**src/rtl/hazard_ctrl.sv**
```systemverilog
// hazard_ctrl -- D-stage stall and forwarding-select generator for a 5-stage
// MIPS pipeline (addu/subu/ori/lui/lw/sw/beq/j/jal/jr/nop).
//
// Keeps a shadow pipeline of destination register / Tnew / source fields for
// the instructions in E, M and W. From that and the decoder's Tuse/Tnew for
// the instruction in D it derives the stall and every forwarding-mux select.
//
// Ports:
//   clk, reset                  clock, synchronous active-high reset
//   D_rs, D_rt                  source register fields of the D instruction
//   D_A3, D_RegWrite            destination of the D instruction and its write enable
//   Tuse_rs0/1                  rs consumed in D / E
//   Tuse_rt0/1/2                rt consumed in D / E / M
//   D_Tnew                      cycles after entering E until the result exists
//   stall                       freeze PC and F/D, bubble into E
//   fwd_D_rs, fwd_D_rt          0=GRF 1=E 2=M 3=W
//   fwd_E_rs, fwd_E_rt          0=pipeline reg 2=M 3=W
//   fwd_M_rt                    0=pipeline reg 3=W
module hazard_ctrl #(
  parameter int unsigned REG_ADDR_W = 5,
  parameter int unsigned TNEW_W     = 3
) (
  input  logic                  clk,
  input  logic                  reset,
  input  logic [REG_ADDR_W-1:0] D_rs,
  input  logic [REG_ADDR_W-1:0] D_rt,
  input  logic [REG_ADDR_W-1:0] D_A3,
  input  logic                  D_RegWrite,
  input  logic                  Tuse_rs0,
  input  logic                  Tuse_rs1,
  input  logic                  Tuse_rt0,
  input  logic                  Tuse_rt1,
  input  logic                  Tuse_rt2,
  input  logic [TNEW_W-1:0]     D_Tnew,
  output logic                  stall,
  output logic [1:0]            fwd_D_rs,
  output logic [1:0]            fwd_D_rt,
  output logic [1:0]            fwd_E_rs,
  output logic [1:0]            fwd_E_rt,
  output logic [1:0]            fwd_M_rt
);

  logic [REG_ADDR_W-1:0] r_E_A3, r_E_rs, r_E_rt;
  logic [TNEW_W-1:0]     r_E_Tnew;
  logic [REG_ADDR_W-1:0] r_M_A3, r_M_rt;
  logic [TNEW_W-1:0]     r_M_Tnew;
  logic [REG_ADDR_W-1:0] r_W_A3;

  logic [REG_ADDR_W-1:0] w_D_A3_eff;
  logic                  w_rs_used, w_rt_used;
  logic [TNEW_W-1:0]     w_rs_tuse, w_rt_tuse;
  logic                  w_stall;

  // A producer in stage X blocks consumer s if it will still not have its
  // result by the time s is needed.
  function automatic logic hazard(
    input logic                  used,
    input logic [REG_ADDR_W-1:0] s,
    input logic [TNEW_W-1:0]     tuse,
    input logic [REG_ADDR_W-1:0] e_a3,
    input logic [TNEW_W-1:0]     e_tnew,
    input logic [REG_ADDR_W-1:0] m_a3,
    input logic [TNEW_W-1:0]     m_tnew
  );
    hazard = used && (s != '0) &&
             (((e_a3 == s) && (e_tnew > tuse)) ||
              ((m_a3 == s) && (m_tnew > tuse)));
  endfunction

  // Nearest matching stage wins; if it is not ready yet the select stays 0
  // rather than falling through to an older, stale producer.
  function automatic logic [1:0] fwd_sel_d(
    input logic [REG_ADDR_W-1:0] s,
    input logic [REG_ADDR_W-1:0] e_a3,
    input logic [TNEW_W-1:0]     e_tnew,
    input logic [REG_ADDR_W-1:0] m_a3,
    input logic [TNEW_W-1:0]     m_tnew,
    input logic [REG_ADDR_W-1:0] w_a3
  );
    fwd_sel_d = 2'd0;
    if (s != '0) begin
      if (e_a3 == s)      fwd_sel_d = (e_tnew == '0) ? 2'd1 : 2'd0;
      else if (m_a3 == s) fwd_sel_d = (m_tnew == '0) ? 2'd2 : 2'd0;
      else if (w_a3 == s) fwd_sel_d = 2'd3;
    end
  endfunction

  function automatic logic [1:0] fwd_sel_e(
    input logic [REG_ADDR_W-1:0] s,
    input logic [REG_ADDR_W-1:0] m_a3,
    input logic [TNEW_W-1:0]     m_tnew,
    input logic [REG_ADDR_W-1:0] w_a3
  );
    fwd_sel_e = 2'd0;
    if (s != '0) begin
      if (m_a3 == s)      fwd_sel_e = (m_tnew == '0) ? 2'd2 : 2'd0;
      else if (w_a3 == s) fwd_sel_e = 2'd3;
    end
  endfunction

  assign w_D_A3_eff = (D_RegWrite && (D_A3 != '0)) ? D_A3 : '0;

  always_comb begin
    w_rs_used = 1'b1;
    w_rs_tuse = '0;
    if (Tuse_rs0)      w_rs_tuse = TNEW_W'(0);
    else if (Tuse_rs1) w_rs_tuse = TNEW_W'(1);
    else               w_rs_used = 1'b0;

    w_rt_used = 1'b1;
    w_rt_tuse = '0;
    if (Tuse_rt0)      w_rt_tuse = TNEW_W'(0);
    else if (Tuse_rt1) w_rt_tuse = TNEW_W'(1);
    else if (Tuse_rt2) w_rt_tuse = TNEW_W'(2);
    else               w_rt_used = 1'b0;
  end

  always_comb begin
    w_stall = hazard(w_rs_used, D_rs, w_rs_tuse, r_E_A3, r_E_Tnew, r_M_A3, r_M_Tnew) ||
              hazard(w_rt_used, D_rt, w_rt_tuse, r_E_A3, r_E_Tnew, r_M_A3, r_M_Tnew);
  end

  assign stall    = w_stall;
  assign fwd_D_rs = fwd_sel_d(D_rs, r_E_A3, r_E_Tnew, r_M_A3, r_M_Tnew, r_W_A3);
  assign fwd_D_rt = fwd_sel_d(D_rt, r_E_A3, r_E_Tnew, r_M_A3, r_M_Tnew, r_W_A3);
  assign fwd_E_rs = fwd_sel_e(r_E_rs, r_M_A3, r_M_Tnew, r_W_A3);
  assign fwd_E_rt = fwd_sel_e(r_E_rt, r_M_A3, r_M_Tnew, r_W_A3);
  assign fwd_M_rt = ((r_M_rt != '0) && (r_W_A3 == r_M_rt)) ? 2'd3 : 2'd0;

  always_ff @(posedge clk) begin
    if (reset) begin
      r_E_A3   <= '0;
      r_E_Tnew <= '0;
      r_E_rs   <= '0;
      r_E_rt   <= '0;
      r_M_A3   <= '0;
      r_M_Tnew <= '0;
      r_M_rt   <= '0;
      r_W_A3   <= '0;
    end else begin
      if (w_stall) begin
        r_E_A3   <= '0;
        r_E_Tnew <= '0;
        r_E_rs   <= '0;
        r_E_rt   <= '0;
      end else begin
        r_E_A3   <= w_D_A3_eff;
        r_E_Tnew <= D_Tnew;
        r_E_rs   <= D_rs;
        r_E_rt   <= D_rt;
      end
      r_M_A3   <= r_E_A3;
      r_M_Tnew <= (r_E_Tnew == '0) ? '0 : r_E_Tnew - TNEW_W'(1);
      r_M_rt   <= r_E_rt;
      r_W_A3   <= r_M_A3;
    end
  end

endmodule

```
**config.mk**
```make
export PLATFORM = sky130hd
export DESIGN_NAME = hazard_ctrl
export DESIGN_NICKNAME = d
export VERILOG_FILES = /design/src/rtl/hazard_ctrl.sv
export SDC_FILE = /design/constraint.sdc
export NUM_CORES = 1
export LEC_CHECK = 0
export ABC_AREA = 1
export ABC_CLOCK_PERIOD_IN_PS = 4250
export BUFFER_PORTS_ARGS = -buffer_cell sky130_fd_sc_hd__buf_2
export CORE_ASPECT_RATIO = 0.5
export CORE_UTILIZATION = 25
export CTS_BUF_LIST = sky130_fd_sc_hd__clkbuf_16
export CTS_CLUSTER_SIZE = 14
export DETAILED_ROUTE_END_ITERATION = 12
export GPL_TIMING_DRIVEN = 0
export PLACE_DENSITY = 0.49
export SYNTH_ARGS = -nofsm -noshare
export SYNTH_HDL_FRONTEND = slang
export SYNTH_SLANG_ARGS = --single-unit
export TNS_END_PERCENT = 30
```
**constraint.sdc**
```tcl
create_clock -name clk -period 4.25 [get_ports clk]
set_clock_uncertainty 0.2 [all_clocks]
set_input_delay 0.6375 -clock clk [delete_from_list [all_inputs] [get_ports clk]]
set_output_delay 0.6375 -clock clk [all_outputs]
set_load 0.02 [all_outputs]
```
==> report_table.html <==
<table>
<tr><th>Metric</th><th>Value</th></tr>
<tr><th colspan="2">Setup path</th></tr>
<tr><td>Critical Path AT</td><td>2.01 ns</td></tr>
<tr><td>Worst-case reg-to-reg path depth</td><td>9</td></tr>
<tr><td>Sort of element at the end of the critical path</td><td>output port</td></tr>
<tr><td>Endpoint of the worst register-to-register path</td><td>r_E_rt[3]$_SDFF_PP0_</td></tr>
<tr><td>Max Fanout on Critical Path</td><td>3</td></tr>
<tr><td>Worst setup SP type</td><td>primary input</td></tr>
<tr><td>Data required time at the worst endpoint</td><td>3.41 ns</td></tr>
<tr><td>Setup slack on the worst flop-to-flop path</td><td>about 2.4 ns</td></tr>
<tr><td>Setup CP Type</td><td>in -&gt; out</td></tr>
<tr><td>Startpoint of the worst register-to-register path</td><td>r_E_Tnew[0]$_SDFF_PP0_</td></tr>
<tr><th colspan="2">Power</th></tr>
<tr><td>Post-layout total power</td><td>959 uW</td></tr>
<tr><td>Power per cell area</td><td>356 mW/mm2</td></tr>
<tr><td>Static power due to leakage</td><td>0.00140 uW</td></tr>
<tr><td>Peak ir drop on the vdd network</td><td>134 uV</td></tr>
<tr><th colspan="2">Logic synthesis</th></tr>
<tr><td>Count of warnings emitted by yosys</td><td>0</td></tr>
<tr><td>Number of synthesized register bits</td><td>36</td></tr>
<tr><td>Post-synth net total</td><td>360</td></tr>
<tr><td>Count of cell types in the netlist</td><td>32</td></tr>
<tr><td>Synth Cell Area</td><td>0.00222 mm2</td></tr>
<tr><td>Cell count after synthesis</td><td>326</td></tr>
<tr><td>Cell types occupying the most area after synthesis</td><td>sky130_fd_sc_hd__dfxtp_1 32%, sky130_fd_sc_hd__nand2_1 11%, sky130_fd_sc_hd__nor2_1 10%</td></tr>
<tr><td>Area share of the leading cell type in the synthesized netlist</td><td>about a third</td></tr>
<tr><td>Average cell area after synthesis</td><td>6.81 um2</td></tr>
<tr><td>Biggest area consumer among synthesized cells</td><td>sky130_fd_sc_hd__dfxtp_1</td></tr>
<tr><td>Register area share after synthesis</td><td>32.5%</td></tr>
<tr><th colspan="2">Finish</th></tr>
<tr><td>Number of diodes added for antenna fixing</td><td>0</td></tr>
<tr><td>Number of nets in the layout</td><td>401</td></tr>
<tr><td>Share of cells above drive strength 1</td><td>roughly 16%</td></tr>
<tr><td>Most frequent cells in the layout</td><td>67 x sky130_fd_sc_hd__nand2_1, 59 x sky130_fd_sc_hd__nor2_1, 50 x sky130_fd_sc_hd__inv_1</td></tr>
<tr><td>Total of fill cells in the finished design</td><td>between 900 and 1,000</td></tr>
<tr><td>Most common cell after layout, fill and taps aside</td><td>sky130_fd_sc_hd__nand2_1</td></tr>
<tr><td>Signed area change from the synthesized netlist to the final layout</td><td>21.4%</td></tr>
<tr><th colspan="2">Routing</th></tr>
<tr><td>Via count normalized by instance count</td><td>4.04</td></tr>
<tr><td>Vias</td><td>1,940</td></tr>
<tr><td>Drt total wl</td><td>5.61 mm</td></tr>
<tr><td>Drt initial violations</td><td>96</td></tr>
<tr><td>Final routed DRC violation total</td><td>0</td></tr>
<tr><td>Length of the first detailed-routing pass in iterations</td><td>4</td></tr>
<tr><td>Detail Route Antenna Nets</td><td>0</td></tr>
<tr><td>WL/cell</td><td>11.7 um</td></tr>
<tr><th colspan="2">Placement</th></tr>
<tr><td>Gp weighted congestion</td><td>0.820</td></tr>
<tr><td>Buffers on Ports</td><td>34</td></tr>
<tr><td>DPL Wire Length</td><td>~4.6 mm</td></tr>
<tr><th colspan="2">GRT</th></tr>
<tr><td>Largest net degree at the start of global routing</td><td>12</td></tr>
<tr><td>Number of antenna violations at the first check in global routing</td><td>0</td></tr>
<tr><td>Total global routing overflow</td><td>0</td></tr>
<tr><td>All-layer global routing usage</td><td>13.6%</td></tr>
<tr><td>Vias in the first global route</td><td>1,869</td></tr>
<tr><td>First-pass GRT wire length</td><td>around 9.4 mm</td></tr>
<tr><th colspan="2">Worst hold path</th></tr>
<tr><td>Cell depth of the worst min-delay path</td><td>1</td></tr>
<tr><td>HP Start</td><td>r_E_Tnew[0]$_SDFF_PP0_</td></tr>
<tr><td>Worst hold-check path type</td><td>reg -&gt; reg</td></tr>
<tr><td>Min-Delay Endpoint</td><td>r_M_Tnew[0]$_SDFF_PP0_</td></tr>
<tr><th colspan="2">Timing</th></tr>
<tr><td>Transition time at the pin with the least slew margin</td><td>0.704 ns</td></tr>
<tr><td>Summed negative setup slack over all endpoints</td><td>0 ns</td></tr>
<tr><td>Peak clock frequency supported by timing</td><td>0.351 GHz</td></tr>
<tr><td>Fin crit period</td><td>~2.9 ns</td></tr>
<tr><td>Relative slew slack</td><td>52.7%</td></tr>
<tr><td>Hold Vio Cnt, Final</td><td>0</td></tr>
<tr><td>Setup repair after global routing missed its margin</td><td>false</td></tr>
<tr><td>Period utilization</td><td>67.1%</td></tr>
<tr><td>Count of final max-slew check failures</td><td>0</td></tr>
<tr><td>Setup-violating endpoint count in the final report</td><td>0</td></tr>
<tr><th colspan="2">Clocking</th></tr>
<tr><td>Post-CTS Hold Buffers</td><td>0</td></tr>
<tr><td>TritonCTS buffer count</td><td>5</td></tr>
<tr><td>CTS H-tree depth</td><td>2</td></tr>
<tr><td>Source-to-sink clock delay at the later pin of the worst-skew pair</td><td>0.28 ns</td></tr>
<tr><td>Cts repair resizes</td><td>0</td></tr>
<tr><td>Total clock sinks</td><td>36</td></tr>
<tr><td>Post-CTS Setup Repair Bufs</td><td>0</td></tr>
<tr><td>CTS max path bufs</td><td>2</td></tr>
<tr><td>Cell chosen for the clock root</td><td>sky130_fd_sc_hd__clkbuf_16</td></tr>
<tr><td>Clk pin slew, worst setup/hold paths</td><td>0.06 ns</td></tr>
<tr><td>Clock tree from TritonCTS</td><td>yes</td></tr>
<tr><th colspan="2">Floorplan</th></tr>
<tr><td>Number of ports placed on the die boundary</td><td>37</td></tr>
<tr><td>Die ar.</td><td>0.00929 mm2</td></tr>
<tr><td>Placeable core area</td><td>between 0.008 and 0.009 mm2</td></tr>
<tr><td>Rows</td><td>23</td></tr>
<tr><td>Initial Utilization</td><td>26.8%</td></tr>
<tr><td>Die X</td><td>about 140 um</td></tr>
<tr><td>DIE HEIGHT</td><td>68.6 um</td></tr>
<tr><th colspan="2">Job</th></tr>
<tr><td>Max-capacitance violation count</td><td>0</td></tr>
<tr><th colspan="2">Outcome</th></tr>
<tr><td>Run status</td><td>finished clean</td></tr>
</table>
-- through the flow --
| step | setup slack (ns) | std cells | hold WS [ns] | instance area, um2 | util, % |
|---|---|---|---|---|---|
| final | 1.40 | 480 | 0.207 | 2700 | 32.5 |
| after global routing | 1.19 | 480 | 0.243 | 2700 | 32.5 |
| after CTS | 1.39 | 480 | 0.207 | 2700 | 32.5 |
| after detailed placement | 1.39 | 472 | 0.197 | 2530 | 30.5 |
| after global placement | 1.39 | 472 | 0.200 | 2530 | 30.5 |
| after floorplan | 1.75 | 326 | 0.193 | 2220 | - |
-- synth_stat cells --
cell type and number:
sky130_fd_sc_hd__nand2_1 67, sky130_fd_sc_hd__nor2_1 59, sky130_fd_sc_hd__inv_1 49, sky130_fd_sc_hd__dfxtp_1 36, sky130_fd_sc_hd__xnor2_1 18, sky130_fd_sc_hd__xor2_1 16, sky130_fd_sc_hd__nand3_1 9, sky130_fd_sc_hd__ha_1 8
sky130_fd_sc_hd__nand4_1 8, sky130_fd_sc_hd__o21ai_0 8, sky130_fd_sc_hd__a21oi_1 7, sky130_fd_sc_hd__nor3_1 6, sky130_fd_sc_hd__clkbuf_1 5, sky130_fd_sc_hd__buf_6 3, sky130_fd_sc_hd__inv_2 3, sky130_fd_sc_hd__nor3b_1 3
sky130_fd_sc_hd__buf_2 2, sky130_fd_sc_hd__buf_4 2, sky130_fd_sc_hd__nand2_2 2, sky130_fd_sc_hd__nor2_2 2, sky130_fd_sc_hd__or2_2 2, sky130_fd_sc_hd__and3_1 1, sky130_fd_sc_hd__and3b_1 1, sky130_fd_sc_hd__clkbuf_2 1
sky130_fd_sc_hd__nand3_4 1, sky130_fd_sc_hd__nor3_2 1, sky130_fd_sc_hd__o2111ai_1 1, sky130_fd_sc_hd__o211a_1 1, sky130_fd_sc_hd__o211ai_1 1, sky130_fd_sc_hd__o31ai_1 1, sky130_fd_sc_hd__o41ai_1 1, sky130_fd_sc_hd__or2_1 1
-- metal layers --
metal,vias up,track usage [%],wire length [um]
met5,-,0,0
met4,0,3.65,18
met3,3,3.22,233
met2,37,21.1,2280
met1,827,19.0,3080
li1,1073,-,-
-- sequential cells by signal (all words and copies together), names as in the netlist --
signal and count:
r_E_A3 5, r_M_A3 5, r_M_rt 5, r_M_Tnew 3
r_E_rt 5, r_E_Tnew 3, r_E_rs 5, r_W_A3 5
-- final cells by class --
| class | instances | area, um2 | area share (%) |
|---|---|---|---|
| plain buffers | 13 | 82.6 | 3.06 |
| well taps | 112 | 140 | 5.20 |
| clock buffers | 5 | 125 | 4.64 |
| repair buffers | 34 | 170 | 6.31 |
| flip-flops and latches | 36 | 721 | 26.7 |
| inverters | 52 | 195 | 7.24 |
| multi-input cells | 225 | 1220 | 45.4 |
| clock inverters | 3 | 38.8 | 1.44 |
-- critical path, cell delays in order --
cell                      delay, ns
sky130_fd_sc_hd__buf_2         0.11
sky130_fd_sc_hd__nor2_1        0.09
sky130_fd_sc_hd__nand2_1       0.08
sky130_fd_sc_hd__ha_1          0.29
sky130_fd_sc_hd__inv_1         0.06
sky130_fd_sc_hd__nor2_1        0.03
sky130_fd_sc_hd__o21ai_0       0.16
sky130_fd_sc_hd__nand2_1       0.08
sky130_fd_sc_hd__nand2_1       0.07
sky130_fd_sc_hd__nand2_1       0.06
sky130_fd_sc_hd__nand2_2       0.10
sky130_fd_sc_hd__nand2_1       0.08
sky130_fd_sc_hd__buf_2         0.16
-- worst max path at each step --
stage                  to  cells past startpoint  slack, ns      from
floorplan           stall                     11       1.75  Tuse_rt0
detailed placement  stall                     13       1.39  Tuse_rt0
CTS                 stall                     13       1.39  Tuse_rt0
finish              stall                     13       1.40  Tuse_rt0
global route        stall                     13       1.19  Tuse_rt0
global placement    stall                     13       1.39  Tuse_rt0
-- report_power, final --
| group | switching (uW) | internal [uW] | leakage [uW] |
|---|---|---|---|
| Sequential | 14.2 | 355 | 0.000296 |
| Clock | 141 | 273 | 0.0000850 |
| Combinational | 105 | 69.5 | 0.00102 |
| Total | 261 | 698 | 0.00140 |
-- cell families (layout without fill, tap and decap cells) --
kind of cell,after synthesis,in the layout,share of synthesized area (%)
simple gates,163,163,31.8
compound gates,20,20,5.30
xor+xnor,34,34,13.4
buf+inv,65,107,12.5
flops,36,36,32.5
fa+ha+maj,8,8,4.51
(Power assumes the default switching activity.)
